## src/rtl/keypad_scan_debounce.sv

```systemverilog
// 4x4 matrix keypad scanner: walks a single low column, synchronizes the rows and
// debounces both press and release, emitting one key_valid pulse per accepted key.
module keypad_scan_debounce #(
    parameter int SCAN_DIV        = 1200,
    parameter int DEBOUNCE_CYCLES = 240000
) (
    input  logic       clk,
    input  logic       reset,
    input  logic [3:0] keypad_rows,
    output logic [3:0] keypad_cols,
    output logic [3:0] key_code,
    output logic       key_pressed,
    output logic       key_valid
);

    localparam int CNT_MAX = (DEBOUNCE_CYCLES > SCAN_DIV) ? DEBOUNCE_CYCLES : SCAN_DIV;
    localparam int CNT_W   = $clog2(CNT_MAX);
    localparam logic [CNT_W-1:0] SCAN_LAST = CNT_W'(SCAN_DIV - 1);
    localparam logic [CNT_W-1:0] DEB_LAST  = CNT_W'(DEBOUNCE_CYCLES - 1);
    localparam logic [CNT_W-1:0] CNT_ONE   = CNT_W'(1);

    typedef enum logic [1:0] {
        ST_SCAN     = 2'd0,
        ST_DEBOUNCE = 2'd1,
        ST_HELD     = 2'd2,
        ST_RELEASE  = 2'd3
    } state_t;

    state_t           state_q;
    logic [1:0]       col_q;
    logic [1:0]       row_q;
    logic [CNT_W-1:0] cnt_q;
    logic [3:0]       rows_meta_q;
    logic [3:0]       rows_s_q;
    logic [3:0]       key_code_q;
    logic             key_pressed_q;
    logic             key_valid_q;

    logic [3:0]       rows_low;
    logic [3:0]       held_pattern;
    logic             single_low;
    logic [1:0]       low_row;

    // Exactly one row low is a clean single key; anything else is idle or a ghost.
    always_comb begin
        rows_low     = ~rows_s_q;
        single_low   = (rows_low != 4'd0) && ((rows_low & (rows_low - 4'd1)) == 4'd0);
        held_pattern = ~(4'b0001 << row_q);
        low_row      = 2'd0;
        case (rows_low)
            4'b0010: low_row = 2'd1;
            4'b0100: low_row = 2'd2;
            4'b1000: low_row = 2'd3;
            default: low_row = 2'd0;
        endcase
    end

    function automatic logic [3:0] key_map(input logic [1:0] r, input logic [1:0] c);
        logic [3:0] code;
        case ({r, c})
            4'b00_00: code = 4'h1;
            4'b00_01: code = 4'h2;
            4'b00_10: code = 4'h3;
            4'b00_11: code = 4'hA;
            4'b01_00: code = 4'h4;
            4'b01_01: code = 4'h5;
            4'b01_10: code = 4'h6;
            4'b01_11: code = 4'hB;
            4'b10_00: code = 4'h7;
            4'b10_01: code = 4'h8;
            4'b10_10: code = 4'h9;
            4'b10_11: code = 4'hC;
            4'b11_00: code = 4'hE;
            4'b11_01: code = 4'h0;
            4'b11_10: code = 4'hF;
            default:  code = 4'hD;
        endcase
        return code;
    endfunction

    always_ff @(posedge clk or negedge reset) begin
        if (!reset) begin
            state_q       <= ST_SCAN;
            col_q         <= 2'd0;
            row_q         <= 2'd0;
            cnt_q         <= '0;
            rows_meta_q   <= 4'hF;
            rows_s_q      <= 4'hF;
            key_code_q    <= 4'h0;
            key_pressed_q <= 1'b0;
            key_valid_q   <= 1'b0;
        end else begin
            rows_meta_q <= keypad_rows;
            rows_s_q    <= rows_meta_q;
            key_valid_q <= 1'b0;
            case (state_q)
                ST_SCAN: begin
                    // The dwell length absorbs synchronizer latency after a column change.
                    if (cnt_q == SCAN_LAST) begin
                        cnt_q <= '0;
                        if (single_low) begin
                            row_q   <= low_row;
                            state_q <= ST_DEBOUNCE;
                        end else begin
                            col_q <= col_q + 2'd1;
                        end
                    end else begin
                        cnt_q <= cnt_q + CNT_ONE;
                    end
                end
                ST_DEBOUNCE: begin
                    if (rows_s_q != held_pattern) begin
                        cnt_q   <= '0;
                        state_q <= ST_SCAN;
                    end else if (cnt_q == DEB_LAST) begin
                        cnt_q         <= '0;
                        state_q       <= ST_HELD;
                        key_code_q    <= key_map(row_q, col_q);
                        key_valid_q   <= 1'b1;
                        key_pressed_q <= 1'b1;
                    end else begin
                        cnt_q <= cnt_q + CNT_ONE;
                    end
                end
                ST_HELD: begin
                    if (rows_s_q[row_q]) begin
                        cnt_q   <= '0;
                        state_q <= ST_RELEASE;
                    end
                end
                ST_RELEASE: begin
                    // A low blip here is release bounce: resume holding without a new pulse.
                    if (!rows_s_q[row_q]) begin
                        cnt_q   <= '0;
                        state_q <= ST_HELD;
                    end else if (cnt_q == DEB_LAST) begin
                        cnt_q         <= '0;
                        state_q       <= ST_SCAN;
                        key_pressed_q <= 1'b0;
                        col_q         <= col_q + 2'd1;
                    end else begin
                        cnt_q <= cnt_q + CNT_ONE;
                    end
                end
                default: begin
                    cnt_q   <= '0;
                    state_q <= ST_SCAN;
                end
            endcase
        end
    end

    assign keypad_cols = ~(4'b0001 << col_q);
    assign key_code    = key_code_q;
    assign key_pressed = key_pressed_q;
    assign key_valid   = key_valid_q;

endmodule

```

## config.mk

```make
export PLATFORM = sky130hd
export DESIGN_NAME = keypad_scan_debounce
export DESIGN_NICKNAME = d
export VERILOG_FILES = /design/src/rtl/keypad_scan_debounce.sv
export SDC_FILE = /design/constraint.sdc
export NUM_CORES = 1
export LEC_CHECK = 0
export CAP_MARGIN = 20
export CORE_AREA = 2 2 73 75
export DETAILED_ROUTE_END_ITERATION = 8
export DIE_AREA = 0 0 75 77
export GPL_TIMING_DRIVEN = 1
export RECOVER_POWER = 100
export SYNTH_ARGS = -nofsm -noshare
export SYNTH_HDL_FRONTEND = slang
export SYNTH_SLANG_ARGS = --single-unit
```

## constraint.sdc

```tcl
create_clock -name clk -period 2.5 [get_ports clk]
set_input_delay 0.25 -clock clk [delete_from_list [all_inputs] [get_ports clk]]
set_output_delay 0.25 -clock clk [all_outputs]
set_load 0.05 [all_outputs]
```

# Word-level counts from Yosys, hierarchy flattened
# Memory sizes are Yosys's and may differ from the RTL's. A register that Yosys moved wholly into a read port is not among the register bits.
# Index checks and enable logic that the tools add are counted.
# W data, S select, Z words.
[op_classes]
addsub = 3
multipliers = 0
div_mod_pow = 0
order_cmp = 1
eq_ne = 19
shifts = 2
n_mux = 30
bitwise = 5
n_reduce_logical = 12
[ops]
columns = ["op", "count"]
rows = [
  ["$mux W18", 5],
  ["$pmux W18 S4", 1],
  ["$mux W2", 11],
  ["$add A18 B1 Y18 const B", 1],
  ["$eq A18 B11 Y1 const B", 1],
  ["$eq A18 B18 Y1 const B", 1],
  ["$ne A2 B2 Y1 const B", 8],
  ["$reduce_and A5 Y1", 3],
  ["$not A4 Y4", 3],
  ["$mux W1", 8],
  ["$pmux W2 S4", 1],
  ["$shl A1 B2 Y4 const A", 2],
  ["$ne A3 B3 Y1 const B", 2],
  ["$pmux W2 S3", 1],
  ["$reduce_and A3 Y1", 2],
  ["$and A4 B4 Y4", 1],
  ["$eq A2 B2 Y1 const B", 2],
  ["$eq A4 B2 Y1 const B", 1],
  ["$eq A4 B3 Y1 const B", 1],
  ["$eq A4 B4 Y1 const B", 1],
  ["$logic_not A4 Y1", 1],
  ["$ne A4 B4 Y1", 1],
  ["$pmux W2 S2", 1],
  ["$reduce_bool A2 Y1", 2],
  ["other kinds (11)", 11],
]
[totals]
regBits = 34
latchBits = 0
ram_bits = 0
romBits = 64
in_bits = 6
output_inout_bits = 10
word_cells = 81
memories = 1
[memory_table]
columns = ["name", "depth", "width", "rd", "rd_ports_with_merged_regs", "write_ports", "line_no", "text"]
rows = [
  ["(name not given)", 16, 4, 1, 1, 0, "60", "case ({r, c})"],
]

# Logic depth before layout (Yosys ltp)
[depth]
ltp_word = 8
depth_mapped = 8
mapped_depth_nobuf = 7

# Worst setup path after synthesis
# Ideal clock, no wire load.
[synth_path]
path_type = "register to register"
start = "register cnt_q[9]"
end = "register col_q[1]"
setup_ns = 0.125
arrival_ns = 1.895
required_ns = 2.375
setup_slack_ns = 0.480
stages_incl_launch_ff = 7
path_buffers = 1
synth_period_minus_slack_ns = 2.020
path_cell_list = "dfrtp_1 > buf_6 > or3_1 > or3_4 > nor3_4 > a22o_2 > mux2_2"
[synth_between]
elab_chain_len = 3
elab_cells_between_ends = 5
classes_between = "eq/ne: 4; reduce/logical: 1"
[synth_rtl]
columns = ["element", "line_no", "text"]
rows = [
  ["from (decl)", "32", "logic [CNT_W-1:0] cnt_q;"],
  ["from (signal assigned)", "108", "cnt_q <= cnt_q + CNT_ONE;"],
  ["from (signal assigned)", "122", "cnt_q <= cnt_q + CNT_ONE;"],
  ["from (signal assigned)", "142", "cnt_q <= cnt_q + CNT_ONE;"],
  ["$eq A18 B18 Y1 or $eq A18 B11 Y1 (tied branches)", "136, 99", ""],
  ["$ne A2 B2 Y1 (no source line)", "n/a", ""],
  ["$reduce_and A5 Y1 (no source line) (*)", "n/a", ""],
  ["to (signal assigned)", "105", "col_q <= col_q + 2'd1;"],
  ["to (signal assigned)", "140", "col_q <= col_q + 2'd1;"],
  ["to (decl)", "30", "logic [1:0] col_q;"],
]
# Mark *: on every way between the ends. The rest lies on a longest branch, timed or not.
# A chain may end at the register's enable or synchronous reset.

# Final worst setup path
[layout_path]
start = "register col_q[0]"
end = "output keypad_cols[0]"
[layout_between]
elab_chain_len = 2
[layout_rtl]
columns = ["element", "line_no", "text"]
rows = [
  ["$shl A1 B2 Y4", "153", "assign keypad_cols = ~(4'b0001 << col_q);"],
  ["$not A4 Y4", "153", ""],
  ["to (decl)", "10", "output logic [3:0] keypad_cols,"],
]
# No other way between the ends.

==> flow_summary.json <==
{
  "gr-total-overflow": 0,
  "viasPerCell": 5.30,
  "place.gp.congestion": 0.844,
  "startpoint_type": "flip-flop",
  "vias": 1568,
  "htree_levels": 2,
  "drive_gt1_frac": 0.159,
  "grt_pass1_wl_mm": 6.75,
  "reg2reg_depth": 7,
  "crit_family": "buffers and inverters",
  "cts_made_buffers": 5,
  "crit_start": "col_q[0]$_DFFE_PN0P_",
  "hold_buffers": 0,
  "wl_per_cell_um": 13.2,
  "ys_warn_count": 0,
  "ctsLongestPathBuffers": 2,
  "vdd_drop_max_uv": 404,
  "power.share.combinational": 0.029,
  "track_usage": 0.151,
  "final_antenna_net_count": 0,
  "grt_max_degree": 39,
  "async_flop_share": 1.00,
  "yosysSeqAreaShare": 0.448,
  "critPathSlowestCell": "dlygate4sd3_1",
  "r2r_start": "rows_s_q[1]$_DFF_PN1_",
  "postCtsSetupBuffers": 0,
  "layout_setup_ws_ns": 0.198,
  "netlist_area_um2": 2140,
  "route.detailed.drc": 0,
  "grt_pass1_vias": 1421,
  "hold_path_class": "reg2reg",
  "power_frac_seq": 0.551,
  "final_common_cell": "dfrtp_1",
  "initial_core_util": 0.431,
  "synth.area.top_cells": "dfrtp_1, dfstp_2, ha_1",
  "antenna_cells": 0,
  "crit_fanout": 7,
  "ios": 16,
  "outcome": "finished, violations left",
  "arrival_ns": 2.05,
  "clock_latency_ns": 0.29,
  "pwr-share-clk": 0.420,
  "syn_nets": 222,
  "cts_resized": 0,
  "netlist.top_cell.by_area": "dfrtp_1",
  "fmax_mhz": 434,
  "path_buf_inv": 3,
  "cts_sinks": 38,
  "power_switching_uw": 236,
  "power.density_nw_per_um2": 473,
  "endpoint": "keypad_cols[0]",
  "clockRootBuffer": "clkbuf_8",
  "area_delta_synth_final_pct": 13.8,
  "netlist_instances": 209,
  "grt_antenna_before_repair": 0,
  "finalCritPeriodShare": 0.921,
  "dieArea_um2": 5780,
  "synth_seq_cells": 38,
  "tightest_slew_ns": 2.03,
  "portBuffers": 15,
  "cts_tree": "built",
  "design.final.nets": 238,
  "synth_ff_type": "dfrtp_1",
  "core_area_um2": 4980,
  "wl_mm": 3.92,
  "crit_chain": "inv_1 > ha_1 > inv_1 > dlygate4sd3_1",
  "drt-initial-drc-count": 75,
  "placed_cells": 288,
  "swShare": 0.205,
  "clk_pin_slew_worst_paths_ns": 0.07,
  "fin_crit_ns": 2.30,
  "syn_area_per_cell_um2": 10.3,
  "die_w_um": 75,
  "cpPeakStageDelay_ns": 0.87,
  "ys_types": 56,
  "first_pass_iters": 5,
  "cp.depth": 4,
  "tns_ns": 0,
  "p_int_uw": 917,
  "finalNonFillerCells": 296,
  "crit_path_frequent_cell": "inv_1",
  "critPathCaptureType": "primary output",
  "rows": 26,
  "synth_edf_count": 0,
  "finalSetupViolations": 0,
  "yosys.area.top_type_share": 0.350,
  "r2r_setup_slack_ns": 0.30,
  "r2r_end": "cnt_q[5]$_DFFE_PN0P_",
  "violations": "capacitance limit, slew limit",
  "rsz0062_at_grt": "false",
  "maxCapViolations": 1,
  "critical_path_class": "reg2out",
  "layout_common_cells": "dfrtp_1, nand2_1, nor2_1",
  "post-place-ws_ns": 0.304,
  "finalHoldViolCount": 0,
  "fin_skew_ns": 0.00309,
  "required_ns": 2.25,
  "leakagePower_uw": 0.00103,
  "finalMaxSlewViolations": 39,
  "fin_util": 0.490,
  "maxSlewHeadroom": -0.352,
  "n_fill_cell": 478,
  "place_hpwl_mm": 2.74,
  "fp.dieH_um": 77
}
[stage by stage]
stage	power, uW	cell area (um2)	hold WS (ns)
finish	1150	2440	0.356
global route	1210	2440	0.360
CTS	1180	2450	0.0945
detailed placement	683	2340	0.347
global placement	682	2340	0.345
floorplan	661	2140	-0.0456
[cell type report]
class,instances,area (um2),area share
inverters,13,48.8,0.0200
repair buffers,21,189,0.0774
flip-flops and latches,38,961,0.394
clock buffers,8,110,0.0451
well taps,70,87.6,0.0359
multi-input cells,146,1040,0.428
[cells by family after synthesis]
| kind of cell | share of synthesized area |
|---|---|
| AO/OA/AOI/OAI | 0.152 |
| multiplexers | 0.0455 |
| XOR/XNOR | 0.0449 |
| AND/OR/NAND/NOR | 0.206 |
| adder cells (fa/ha/maj) | 0.0408 |
| flip-flops | 0.448 |
| buffers and inverters | 0.0630 |
[cells in the mapped netlist, types with 2 or more instances]
cell,n
dfrtp_1,30
nand2_1,16
nor2_1,16
inv_1,13
o21ai_0,11
dfstp_2,8
nand3_1,8
xor2_1,8
ha_1,7
a21oi_1,6
buf_2,6
nand4_1,5
or3_1,5
nor4_1,4
a21o_1,3
and3_1,3
buf_4,3
buf_6,3
mux2i_1,3
nand4b_1,3
o32ai_1,3
xnor2_1,3
a211oi_1,2
a31oi_1,2
and2_1,2
mux4_2,2
nor3_1,2
nor4b_1,2
o211ai_1,2
o21ai_1,2
[worst register-to-register path, stage by stage (launching register included)]
cell      delay, ns
dfstp_2        0.61
nor2b_1        0.15
a211oi_1       0.09
o41ai_4        0.43
a31oi_1        0.13
buf_4          0.20
or4_1          0.46
o21ai_1        0.08
[power groups by stage]
stage / Clock (uW) / Sequential [uW] / Combinational [uW]
finish: 485 / 635 / 33.8
global route: 534 / 636 / 38.6
CTS: 507 / 635 / 36.7
detailed placement: 0 / 646 / 36.7
global placement: 0 / 646 / 36.4
floorplan: 0 / 640 / 21.2
[sequential cells by signal, summed over array words and instances (netlist names)]
signal       count
rows_s_q         4
cnt_q           18
rows_meta_q      4
state_q          2
key_valid        1
key_pressed      1
key_code         4
row_q            2
col_q            2
[worst min-delay path by stage]
stage                                         from                     to  cells after the start
final                     rows_meta_q[0]$_DFF_PN1_  rows_s_q[0]$_DFF_PN1_                      0
after global routing      rows_meta_q[3]$_DFF_PN1_  rows_s_q[3]$_DFF_PN1_                      0
after CTS                                    reset   row_q[1]$_DFFE_PN0P_                      1
after detailed placement  rows_meta_q[0]$_DFF_PN1_  rows_s_q[0]$_DFF_PN1_                      0
after global placement    rows_meta_q[0]$_DFF_PN1_  rows_s_q[0]$_DFF_PN1_                      0
after floorplan                              reset   cnt_q[0]$_DFFE_PN0P_                      0
[routing by layer]
layer,vias up,part of all wire,global-route usage
met5,-,0,0
met4,0,0.018,0.0589
met3,5,0.038,0.0434
met2,29,0.47,0.216
met1,749,0.48,0.214
li1,785,-,-
Power figures use the tool's default switching activity.
